===== config.mk =====
export PLATFORM = sky130hd
export DESIGN_NAME = systolic_ctrl_flat
export DESIGN_NICKNAME = d
export VERILOG_FILES = /design/src/rtl/systolic_ctrl_pkg.sv /design/src/rtl/systolic_ctrl_if.sv /design/src/rtl/systolic_ctrl_clear_skew.sv /design/src/rtl/systolic_ctrl.sv /design/src/flat_wrapper.sv
export SDC_FILE = /design/constraint.sdc
export NUM_CORES = 1
export LEC_CHECK = 0
export ABC_AREA = 1
export CORE_MARGIN = 2
export CORE_UTILIZATION = 52
export CTS_BUF_LIST = sky130_fd_sc_hd__clkbuf_8 sky130_fd_sc_hd__clkbuf_16
export CTS_CLUSTER_DIAMETER = 40
export DETAILED_ROUTE_END_ITERATION = 12
export HOLD_SLACK_MARGIN = 0.06
export PLACE_DENSITY = 0.91
export SLEW_MARGIN = 20
export SYNTH_ARGS = -nofsm -noshare
export SYNTH_HDL_FRONTEND = slang
export SYNTH_SLANG_ARGS = --single-unit

===== constraint.sdc =====
create_clock -name clk_i -period 2.5 [get_ports clk_i]
set_input_delay 0.25 -clock clk_i [delete_from_list [all_inputs] [get_ports clk_i]]
set_output_delay 0.25 -clock clk_i [all_outputs]
set_load 0.02 [all_outputs]

===== src/rtl/systolic_ctrl_pkg.sv =====
// Shared definitions for the systolic array sequencer.
//  - sa_state_e : sequencer FSM encoding
//  - SA_ROWS / SA_COLS : default array geometry
//  - drain_len() : length of the drain phase in cycles
//  - sel_w()     : width of the output column select
package systolic_ctrl_pkg;

  localparam int SA_ROWS = 8;
  localparam int SA_COLS = 8;

  typedef enum logic [2:0] {
    SA_IDLE  = 3'd0,
    SA_FEED  = 3'd1,
    SA_DRAIN = 3'd2,
    SA_WRITE = 3'd3,
    SA_DONE  = 3'd4
  } sa_state_e;

  // Drain must cover the read latency, the column skew and the psum
  // ripple down a column, plus one cycle of margin.
  function automatic int drain_len(input int rd_lat, input int cols, input int rows);
    return rd_lat + cols + rows + 1;
  endfunction

  function automatic int sel_w(input int cols);
    return (cols > 1) ? $clog2(cols) : 1;
  endfunction

endpackage


===== src/rtl/systolic_ctrl_if.sv =====
// Command / global-buffer bus of the systolic sequencer.
//  Command : start, k, tiles, a_base, b_base, o_base  -> busy, done
//  A/B rd  : a_rd_en, a_addr, b_rd_en, b_addr, feed_vld
//  Array   : clear[COLS]
//  Out wr  : o_wr_en, o_addr, o_sel  <- o_wr_rdy
//  perf_cyc exists only when SYSTOLIC_CTRL_PERF_EN is defined.
//  slave  : sequencer side
//  master : command / buffer side
interface systolic_ctrl_if
  import systolic_ctrl_pkg::*;
#(
  parameter int COLS   = SA_COLS,
  parameter int ADDR_W = 16,
  parameter int K_W    = 16,
  parameter int T_W    = 8
) ();
  localparam int SEL_W = sel_w(COLS);

  logic              start;
  logic [K_W-1:0]    k;
  logic [T_W-1:0]    tiles;
  logic [ADDR_W-1:0] a_base;
  logic [ADDR_W-1:0] b_base;
  logic [ADDR_W-1:0] o_base;
  logic              busy;
  logic              done;
  logic              a_rd_en;
  logic [ADDR_W-1:0] a_addr;
  logic              b_rd_en;
  logic [ADDR_W-1:0] b_addr;
  logic              feed_vld;
  logic [COLS-1:0]   clear;
  logic              o_wr_en;
  logic [ADDR_W-1:0] o_addr;
  logic [SEL_W-1:0]  o_sel;
  logic              o_wr_rdy;
`ifdef SYSTOLIC_CTRL_PERF_EN
  logic [31:0]       perf_cyc;

  modport slave (
    input  start, k, tiles, a_base, b_base, o_base, o_wr_rdy,
    output busy, done, a_rd_en, a_addr, b_rd_en, b_addr, feed_vld,
           clear, o_wr_en, o_addr, o_sel, perf_cyc
  );
  modport master (
    output start, k, tiles, a_base, b_base, o_base, o_wr_rdy,
    input  busy, done, a_rd_en, a_addr, b_rd_en, b_addr, feed_vld,
           clear, o_wr_en, o_addr, o_sel, perf_cyc
  );
`else
  modport slave (
    input  start, k, tiles, a_base, b_base, o_base, o_wr_rdy,
    output busy, done, a_rd_en, a_addr, b_rd_en, b_addr, feed_vld,
           clear, o_wr_en, o_addr, o_sel
  );
  modport master (
    output start, k, tiles, a_base, b_base, o_base, o_wr_rdy,
    input  busy, done, a_rd_en, a_addr, b_rd_en, b_addr, feed_vld,
           clear, o_wr_en, o_addr, o_sel
  );
`endif
endinterface


===== src/rtl/systolic_ctrl_clear_skew.sv =====
// Clear skew: COLS-deep shift register turning one kick pulse into the
// staggered per-column clear vector (bit c fires c cycles after bit 0).
//  clk_i, rst_ni : clock, async active-low reset
//  kick          : one-cycle pulse, one cycle ahead of clear[0]
//  clear[COLS]   : per-column clear pulses
module systolic_ctrl_clear_skew #(
  parameter int COLS = 8
) (
  input  logic            clk_i,
  input  logic            rst_ni,
  input  logic            kick,
  output logic [COLS-1:0] clear
);
  always_ff @(posedge clk_i or negedge rst_ni) begin
    if (!rst_ni) begin
      clear <= '0;
    end else begin
      clear[0] <= kick;
      for (int c = 1; c < COLS; c++) clear[c] <= clear[c-1];
    end
  end
endmodule


===== src/rtl/systolic_ctrl.sv =====
// Sequencer for a COLS x ROWS systolic array. Per tile: feeds K operand
// words from the A/B buffers, drains with staggered column clears, then
// writes COLS result words to the output buffer.
//  clk_i, rst_ni : clock, async active-low reset (aborts a job, no done)
//  bus (slave)   : command, A/B read, clear and output-write signals
// Optional: SYSTOLIC_CTRL_PERF_EN adds perf_cyc, a saturating count of
// busy cycles cleared on each accepted start.
module systolic_ctrl
  import systolic_ctrl_pkg::*;
#(
  parameter int ROWS   = SA_ROWS,
  parameter int COLS   = SA_COLS,
  parameter int ADDR_W = 16,
  parameter int K_W    = 16,
  parameter int T_W    = 8,
  parameter int RD_LAT = 1
) (
  input  logic          clk_i,
  input  logic          rst_ni,
  systolic_ctrl_if.slave bus
);
  localparam int SEL_W  = sel_w(COLS);
  localparam int DLEN   = drain_len(RD_LAT, COLS, ROWS);
  localparam int D_W    = $clog2(DLEN + 1);
  localparam int KICK_D = (RD_LAT > 0) ? RD_LAT - 1 : 0;

  sa_state_e         state, state_nx;
  logic [K_W-1:0]    k_q, t_q;
  logic [T_W-1:0]    tiles_q, tile_q;
  logic [ADDR_W-1:0] a_ptr, b_ptr, o_ptr;
  logic [D_W-1:0]    d_q;
  logic [SEL_W-1:0]  c_q;
  logic              done_q;
  logic              start_ok, feed_last, drain_last, wr_acc, wr_last, tile_last;
  logic              rd_en, kick;
  logic [COLS-1:0]   clear;

  assign start_ok   = (state == SA_IDLE) && bus.start;
  assign feed_last  = (state == SA_FEED) && (t_q == k_q - K_W'(1));
  assign drain_last = (state == SA_DRAIN) && (d_q == D_W'(DLEN - 1));
  assign wr_acc     = (state == SA_WRITE) && bus.o_wr_rdy;
  assign wr_last    = wr_acc && (c_q == SEL_W'(COLS - 1));
  assign tile_last  = (tile_q == tiles_q - T_W'(1));
  assign rd_en      = (state == SA_FEED);

  // The skew register adds a cycle, so kick one cycle before clear[0]
  // is due at drain cycle RD_LAT; with no read latency that is the last
  // feed cycle.
  assign kick = (RD_LAT == 0) ? feed_last
                              : ((state == SA_DRAIN) && (d_q == D_W'(KICK_D)));

  always_ff @(posedge clk_i or negedge rst_ni) begin
    if (!rst_ni) state <= SA_IDLE;
    else         state <= state_nx;
  end

  always_comb begin
    state_nx = state;
    case (state)
      SA_IDLE: begin
        if (bus.start) begin
          if (bus.k == '0 || bus.tiles == '0) state_nx = SA_DONE;
          else                                state_nx = SA_FEED;
        end
      end
      SA_FEED:  if (feed_last)  state_nx = SA_DRAIN;
      SA_DRAIN: if (drain_last) state_nx = SA_WRITE;
      SA_WRITE: if (wr_last)    state_nx = tile_last ? SA_DONE : SA_FEED;
      SA_DONE:  state_nx = SA_IDLE;
      default:  state_nx = SA_IDLE;
    endcase
  end

  // Address pointers run continuously across tiles, which yields
  // base + tile*K + t and base + tile*COLS + c without multipliers.
  always_ff @(posedge clk_i or negedge rst_ni) begin
    if (!rst_ni) begin
      k_q     <= '0;
      tiles_q <= '0;
      tile_q  <= '0;
      t_q     <= '0;
      d_q     <= '0;
      c_q     <= '0;
      a_ptr   <= '0;
      b_ptr   <= '0;
      o_ptr   <= '0;
      done_q  <= 1'b0;
    end else begin
      done_q <= (state == SA_DONE);
      if (start_ok) begin
        k_q     <= bus.k;
        tiles_q <= bus.tiles;
        a_ptr   <= bus.a_base;
        b_ptr   <= bus.b_base;
        o_ptr   <= bus.o_base;
        tile_q  <= '0;
        t_q     <= '0;
        d_q     <= '0;
        c_q     <= '0;
      end
      if (rd_en) begin
        a_ptr <= a_ptr + ADDR_W'(1);
        b_ptr <= b_ptr + ADDR_W'(1);
        t_q   <= feed_last ? '0 : t_q + K_W'(1);
      end
      if (state == SA_DRAIN) d_q <= drain_last ? '0 : d_q + D_W'(1);
      if (wr_acc) begin
        o_ptr <= o_ptr + ADDR_W'(1);
        c_q   <= wr_last ? '0 : c_q + SEL_W'(1);
        if (wr_last) tile_q <= tile_q + T_W'(1);
      end
    end
  end

  // feed_vld follows a_rd_en through the buffer read latency.
  if (RD_LAT == 0) begin : g_nolat
    assign bus.feed_vld = rd_en;
  end else begin : g_lat
    logic [RD_LAT-1:0] vld_pipe;
    always_ff @(posedge clk_i or negedge rst_ni) begin
      if (!rst_ni) begin
        vld_pipe <= '0;
      end else begin
        vld_pipe[0] <= rd_en;
        for (int i = 1; i < RD_LAT; i++) vld_pipe[i] <= vld_pipe[i-1];
      end
    end
    assign bus.feed_vld = vld_pipe[RD_LAT-1];
  end

  systolic_ctrl_clear_skew #(.COLS(COLS)) u_skew (
    .clk_i  (clk_i),
    .rst_ni (rst_ni),
    .kick   (kick),
    .clear  (clear)
  );

  assign bus.clear   = clear;
  assign bus.busy    = (state != SA_IDLE);
  assign bus.done    = done_q;
  assign bus.a_rd_en = rd_en;
  assign bus.b_rd_en = rd_en;
  assign bus.a_addr  = a_ptr;
  assign bus.b_addr  = b_ptr;
  assign bus.o_wr_en = (state == SA_WRITE);
  assign bus.o_addr  = o_ptr;
  assign bus.o_sel   = c_q;

`ifdef SYSTOLIC_CTRL_PERF_EN
  logic [31:0] perf_q;
  always_ff @(posedge clk_i or negedge rst_ni) begin
    if (!rst_ni)                                perf_q <= '0;
    else if (start_ok)                          perf_q <= '0;
    else if (state != SA_IDLE && perf_q != '1)  perf_q <= perf_q + 32'd1;
  end
  assign bus.perf_cyc = perf_q;
`endif

endmodule

===== src/flat_wrapper.sv =====
// flat-port wrapper written by rule: the top's interface ports become plain ports
module systolic_ctrl_flat import systolic_ctrl_pkg::*;
#(
  parameter int ROWS   = SA_ROWS,
  parameter int COLS   = SA_COLS,
  parameter int ADDR_W = 16,
  parameter int K_W    = 16,
  parameter int T_W    = 8,
  parameter int RD_LAT = 1
)
  (clk_i, rst_ni, bus_start, bus_k, bus_tiles, bus_a_base, bus_b_base, bus_o_base, bus_o_wr_rdy, bus_busy, bus_done, bus_a_rd_en, bus_a_addr, bus_b_rd_en, bus_b_addr, bus_feed_vld, bus_clear, bus_o_wr_en, bus_o_addr, bus_o_sel);
  systolic_ctrl_if #(.COLS(COLS), .ADDR_W(ADDR_W), .K_W(K_W), .T_W(T_W)) bus_i ();
  input  logic clk_i;
  input  logic rst_ni;
  input wire logic [$bits(bus_i.start)-1:0] bus_start;
  input wire logic [$bits(bus_i.k)-1:0] bus_k;
  input wire logic [$bits(bus_i.tiles)-1:0] bus_tiles;
  input wire logic [$bits(bus_i.a_base)-1:0] bus_a_base;
  input wire logic [$bits(bus_i.b_base)-1:0] bus_b_base;
  input wire logic [$bits(bus_i.o_base)-1:0] bus_o_base;
  input wire logic [$bits(bus_i.o_wr_rdy)-1:0] bus_o_wr_rdy;
  output wire logic [$bits(bus_i.busy)-1:0] bus_busy;
  output wire logic [$bits(bus_i.done)-1:0] bus_done;
  output wire logic [$bits(bus_i.a_rd_en)-1:0] bus_a_rd_en;
  output wire logic [$bits(bus_i.a_addr)-1:0] bus_a_addr;
  output wire logic [$bits(bus_i.b_rd_en)-1:0] bus_b_rd_en;
  output wire logic [$bits(bus_i.b_addr)-1:0] bus_b_addr;
  output wire logic [$bits(bus_i.feed_vld)-1:0] bus_feed_vld;
  output wire logic [$bits(bus_i.clear)-1:0] bus_clear;
  output wire logic [$bits(bus_i.o_wr_en)-1:0] bus_o_wr_en;
  output wire logic [$bits(bus_i.o_addr)-1:0] bus_o_addr;
  output wire logic [$bits(bus_i.o_sel)-1:0] bus_o_sel;
  assign bus_i.start = bus_start;
  assign bus_i.k = bus_k;
  assign bus_i.tiles = bus_tiles;
  assign bus_i.a_base = bus_a_base;
  assign bus_i.b_base = bus_b_base;
  assign bus_i.o_base = bus_o_base;
  assign bus_i.o_wr_rdy = bus_o_wr_rdy;
  assign bus_busy = bus_i.busy;
  assign bus_done = bus_i.done;
  assign bus_a_rd_en = bus_i.a_rd_en;
  assign bus_a_addr = bus_i.a_addr;
  assign bus_b_rd_en = bus_i.b_rd_en;
  assign bus_b_addr = bus_i.b_addr;
  assign bus_feed_vld = bus_i.feed_vld;
  assign bus_clear = bus_i.clear;
  assign bus_o_wr_en = bus_i.o_wr_en;
  assign bus_o_addr = bus_i.o_addr;
  assign bus_o_sel = bus_i.o_sel;
  systolic_ctrl #(.ROWS(ROWS), .COLS(COLS), .ADDR_W(ADDR_W), .K_W(K_W), .T_W(T_W), .RD_LAT(RD_LAT)) u_core (.clk_i(clk_i), .rst_ni(rst_ni), .bus(bus_i));
endmodule

======== After elaboration in Yosys (flattened, before gate mapping) ========
Cells that the tools add are included.
cells by class
  add/sub/neg operators ................... 9
  equal/unequal tests ..................... 12
  multiplexer cells ....................... 25
  reductions and logical operators ........ 16
operator list
  kind                                                  count
  two-way mux 16 bit                                    9
  adder 16 x 1 -> 16 bit (second input constant)        4
  two-way mux 3 bit                                     9
  two-way mux 8 bit                                     3
  equality test 16 bit                                  1
  zero test 16 bit                                      1
  subtractor 16 x 1 -> 16 bit (second input constant)   1
  two-way mux 5 bit                                     3
  case mux 3 bit (4 select lines)                       1
  adder 8 x 1 -> 8 bit (second input constant)          1
  equality test 8 bit                                   1
  zero test 8 bit                                       1
  subtractor 8 x 1 -> 8 bit (second input constant)     1
  equality test 3 x 2 -> 1 bit (second input constant)  2
  equality test 3 bit (second input constant)           2
  logical AND 1 bit                                     6
  != test 2 x 1 -> 1 bit (second input constant)        3
  nonzero test 2 bit                                    3
  adder 5 x 1 -> 5 bit (second input constant)          1
  equality test 5 bit (second input constant)           1
  zero test 5 bit                                       1
  AND reduction 4 bit                                   1
  adder 3 x 1 -> 3 bit (second input constant)          1
  equality test 3 x 1 -> 1 bit (second input constant)  1
  4 further kinds                                       4
word-level totals
  register bits ........................... 117
  input bits .............................. 76
  output and inout bits ................... 65

======== Logic depth before layout (Yosys ltp) ========
  depth after elaboration ................. 5
  depth in mapped cells ................... 16
  depth with buffers taken out ............ 16

======== Hierarchy ========
From an unflattened synthesis, not the netlist that was laid out.
second synthesis, totals
  cell total of the unflattened synthesis .. 864
  area, all modules ....................... 6642.6 um^2
by module, submodules not included
  module                    instances  cells each  area each (um^2)  seq. area each (um^2)
  systolic_ctrl             1          856         6442.4            2727.6
  systolic_ctrl_clear_skew  1          8           200.2             200.2

======== Least setup slack after synthesis ========
Ideal clock, no wire load.
  path type ............................... flip-flop to flip-flop
  from .................................... register u_core.b_ptr[0], in the netlist u_core.bus.b_addr[0]
  to ...................................... register u_core.b_ptr[14], in the netlist u_core.bus.b_addr[14]
  data arrival time ....................... 1804 ps
  path slack .............................. 579 ps
  stages on the path, launching flop included .. 13
  path buffers ............................ 0
  clock period less this slack ............ 1921 ps
  path through ............................ dfrtp_1 ha_1 nand3_1 nor2_1 nand3_1 nor2_1 nand2_1 nor3_2 nand3_1 nand2_1 nand3_1 nand2_1 nand2_1
on the way
  word-level cells in the longest chain between the ends .. 2
ends and longest elaborated chain
  item                    line                  text
  start, declared         systolic_ctrl.sv:30   logic [ADDR_W-1:0] a_ptr, b_ptr, o_ptr;
  start signal, assigned  systolic_ctrl.sv:94   b_ptr <= bus.b_base;
  start signal, assigned  systolic_ctrl.sv:103  b_ptr <= b_ptr + ADDR_W'(1);
  adder 16 x 1 -> 16 bit  systolic_ctrl.sv:103
  two-way mux 16 bit      systolic_ctrl.sv:101  if (rd_en) begin
No other way between the ends.
A chain may end at the register's enable or synchronous reset.

======== Worst setup path in the final report ========
  from .................................... register u_core.state[2]
  to ...................................... output port bus_b_rd_en
on the way
  word-level cells in the longest chain between the ends .. 1
ends and longest elaborated chain
  item                          line                 text
  start, declared               systolic_ctrl.sv:27  sa_state_e state, state_nx;
  start signal, assigned        systolic_ctrl.sv:54  else state <= state_nx;
  equality test 3 x 1 -> 1 bit  systolic_ctrl.sv:44  assign rd_en = (state == SA_FEED);
  end, declared                 flat_wrapper.sv:26   output wire logic [$bits(bus_i.b_rd_en)-1:0] bus_b_rd_en;
No other way between the ends.

==> metrics list <==
- Outcome: completed
* Last weighted congestion value of the routability-driven placer: 0.8786
- The first detailed-routing pass took 5 iterations.
* Wire length of the first global-routing pass: 30100 um
- The number of hold violations in the final report was 0.
* Critical path class: reg -> out
- Most frequent cells in the layout: nand2_1, clkdlybuf4s50_1, dfrtp_1, inv_1, nor2_1
- Timing analysis after detailed placement gives a worst setup slack of 0.3058 ns.
* Die ar.: 14060 um^2
* Post-synth design cell area: 6824 um^2
- In this run the static leakage power is 4.027 nW.
- Together, buffers and inverters on the worst path number 1.
* Adder-cell share of the synthesized area: 0.02200
- STA puts the critical path data required time at 2.25 ns.
- Max capacitance violation total: 0
- TritonCTS built the clock tree.
* DRC Markers: 0
- For this run, the top clock speed supported by timing is 0.4242 GHz.
* Number of warning messages in the yosys log: 0
* Synthesized instance count: 873
* Fin worst setup slack: 0.1424 ns
* Most frequent standard cell in the layout excluding fill and tap cells: nand2_1
* Fraction of met2 tracks used by global routing: 0.4526
- Entering global routing, the biggest net connects 45 pins.
- Tot GR Track Use: 0.2622
- 141 I/O pins were placed.
- The worst setup path is launched from a flip-flop.
- The count of buffers added on input and output ports is 140.
- Headroom to the max-slew limit came out at 0.6032.
- Sequential cell area fraction in the yosys report: 0.4290
- After detailed routing, the average wire length per cell comes to 14.84 um.
* Fill cells: 978
* Simple-gate portion of the synthesized area: 0.2851
* Maximum buffer depth of the clock tree: 2
* Most heavily used metal layer in global routing: met2
* Layout Utilization: 0.7105
- Synthesis-stage register bit count: 117
- Hold timing on the final database bottoms out at a slack of 0.3739 ns.
* Gr ovfl total: 0
* Largest delay contributor family on the critical path: buffers and inverters
- Counting every sink on the clock net gives 117.
- Final Max Slew Viols: 0
- Drt total wl: 17940 um
- Global-route track usage on met3: 0.05840
- Of the available clock period, the critical path in the final layout requires 0.9430.
* Mapped Nets: 961
* Critical Path AT: 2.11 ns
- The later pin in the worst-skew pair is clocked with a latency of 0.42 ns.
- Quantity of gates resized following cts: 0
- Once detailed placement completed, the half-perimeter wirelength came to 12780 um.
* Critical Path Fanout Max: 8
* Initial antenna violation count: 0
* Worst stage delay on the critical path: 0.71 ns
* Share of cell area taken by muxes after synthesis: 0.001467
- Mean instance size in the synthesized netlist: 7.817 um^2
* Antenna diode instance count: 0
* Crit path time final: 2.358 ns
- Measured along the y axis, the die boundary spans 118.6 um.
* Synth cell types: 50
* RSZ-0062 raised after global routing: false
- Placed instance count: 1176
- Class of the tightest hold or removal check: in -> async
* H-tree levels: 4
- Post-route non-filler standard cell count: 1209
- Placed cell area: 8456 um^2
* Total negative slack for setup checks: 0 ns
* Vias post-DR: 6567
- Synthesis-to-finish area growth: 32.45%
* Main combinational cell family by area after synthesis: simple AND/OR/NAND/NOR gates
* Width of the chip: 118.6 um
- The finished cells cover 9039 um^2.
- Across the routed clock network, the largest skew measured is 0.01138 ns.
- Clock-pin slew of the registers on the worst-case setup and hold paths: 0.05 ns
- Capturing element type of the critical path: output pin
- In this run the remaining antenna-violating nets after routing total 0.
- The tree is rooted in a clkbuf_16.
- Post-CTS timing repair inserted 0 buffers for setup.
* Met1 demand-to-capacity share in global routing: 0.3268
- Initial Utilization: 0.5364
* Placeable core area: 12720 um^2
- For this block, the initial DRC count from the detailed router was 534.
* Chain of cells forming the critical path: nor3_4, clkdlybuf4s50_1
- The area fraction in compound gates after synthesis came to 0.1289.
- The number of global-route vias before repair is 6438.
- Dividing the detail-routed via count by the number of cells gives 5.432.
- In this run the core area contains 41 standard-cell rows.
- The largest individual stage delay along the critical path comes from the cell clkdlybuf4s50_1.
- At the end of the flow, the number of nets in the layout was 1112.
- Final Setup Violations: 0
* Power per cell area: 1288 nW/um^2
* Transition time at the pin with the least slew margin: 0.5944 ns
- Post-Synth XOR/XNOR Area: 0.06032
- Of the cells placed in the final design, the portion with a size suffix greater than 1 is 0.08968.
- The design draws 11.64 mW.
- Number of buffers inserted during clock tree synthesis: 17
* Worst ir drop on vdd: 692.7 uV
- Hold_buf cts: 1
## worst register-to-register path, cell delays in order (launching register included)
cell     delay (ns)
dfrtp_1        0.41
inv_1          0.13
ha_1           0.27
nand2_2        0.11
nor2_4         0.17
nand2_1        0.07
nand2_1        0.06
nand2_1        0.05
nor2_1         0.11
nand2_1        0.06
nor2_1         0.12
nand2_1        0.11
nand2_4        0.24
nand2_2        0.11
nand2_1        0.08
nand2_1        0.05
## power by group
| group | internal [mW] | switching (mW) |
|---|---|---|
| registers | 2.68 | 0.935 |
| logic | 2.39 | 3.29 |
| clock network | 1.48 | 0.864 |
## synth_stat cells, drive strengths merged
| cell type | number | area, um^2 |
|---|---|---|
| a211oi | 5 | 37.54 |
| a21boi | 1 | 7.510 |
| a21oi | 25 | 125.1 |
| a22o | 1 | 8.760 |
| a22oi | 1 | 7.510 |
| a311oi | 1 | 8.760 |
| a31oi | 5 | 31.28 |
| a32o | 1 | 10.01 |
| a32oi | 1 | 8.760 |
| and2 | 1 | 6.260 |
| buf | 10 | 63.81 |
| clkbuf | 14 | 52.55 |
| clkinv | 1 | 3.750 |
| dfrtp | 117 | 2928 |
| ha | 12 | 150.1 |
| inv | 101 | 379.1 |
| mux2i | 1 | 10.01 |
| nand2 | 238 | 913.4 |
| nand3 | 56 | 285.3 |
| nand3b | 11 | 86.33 |
| nand4 | 17 | 106.4 |
| nor2 | 89 | 376.6 |
| nor3 | 18 | 126.4 |
| nor3b | 1 | 7.510 |
| nor4 | 5 | 31.28 |
| o211ai | 21 | 157.7 |
| o21ai | 40 | 200.2 |
| o21bai | 1 | 7.510 |
| o221ai | 4 | 35.03 |
| o22ai | 22 | 200.2 |
| o311ai | 3 | 26.28 |
| o31ai | 1 | 7.510 |
| or2 | 1 | 6.260 |
| xnor2 | 17 | 148.9 |
| xor2 | 30 | 262.8 |
## state kept, by name, summed over array words and instances, names as in the netlist
register,cells
u_core.u_skew.clear,8
u_core.bus.b_addr,16
u_core.bus.o_sel,3
u_core.k_q,16
u_core.tile_q,8
u_core.d_q,5
u_core.bus.done,1
u_core.state,3
u_core.bus.o_addr,16
u_core.tiles_q,8
u_core.bus.a_addr,16
u_core.bus.feed_vld,1
u_core.t_q,16
## path summary, 6_finish.rpt
check	start	to	slack, ns	depth (start not counted)
min	rst_ni	u_core.tiles_q[1]	0.37	2
min reg2reg	u_core.u_skew.clear[5]	u_core.u_skew.clear[6]	0.37	0
max reg2reg	u_core.k_q[0]	u_core.state[0]	0.24	15
max in group asynchronous	rst_ni	u_core.tile_q[0]	1.40	3
min in group clk_i	u_core.u_skew.clear[5]	u_core.u_skew.clear[6]	0.37	0
max	u_core.state[2]	bus_b_rd_en	0.14	2
## area by class of cell
cell class	count	area [um^2]	area share
timing repair buffer	156	1534	0.1697
clock buffer	22	494.2	0.05468
clock inverter	10	78.83	0.008721
inverter	102	382.9	0.04236
tap	172	215.2	0.02381
sequential	117	2928	0.3239
multi-input combinational	630	3406	0.3768
## cells by family (layout without fill, tap and decap cells)
group / after synthesis / after routing
adder cells (fa/ha/maj): 12 / 12
flip-flops: 117 / 117
AO/OA/AOI/OAI: 133 / 133
XOR/XNOR: 47 / 47
buffers and inverters: 126 / 290
AND/OR/NAND/NOR: 437 / 437
multiplexers: 1 / 1
## layer usage
layer | wire length, um | share of wire
met1 | 7585 | 0.42
met2 | 9119 | 0.51
met3 | 1001 | 0.056
met4 | 231 | 0.013
met5 | 0 | 0
Note: power is estimated with default switching activity, not from simulation.
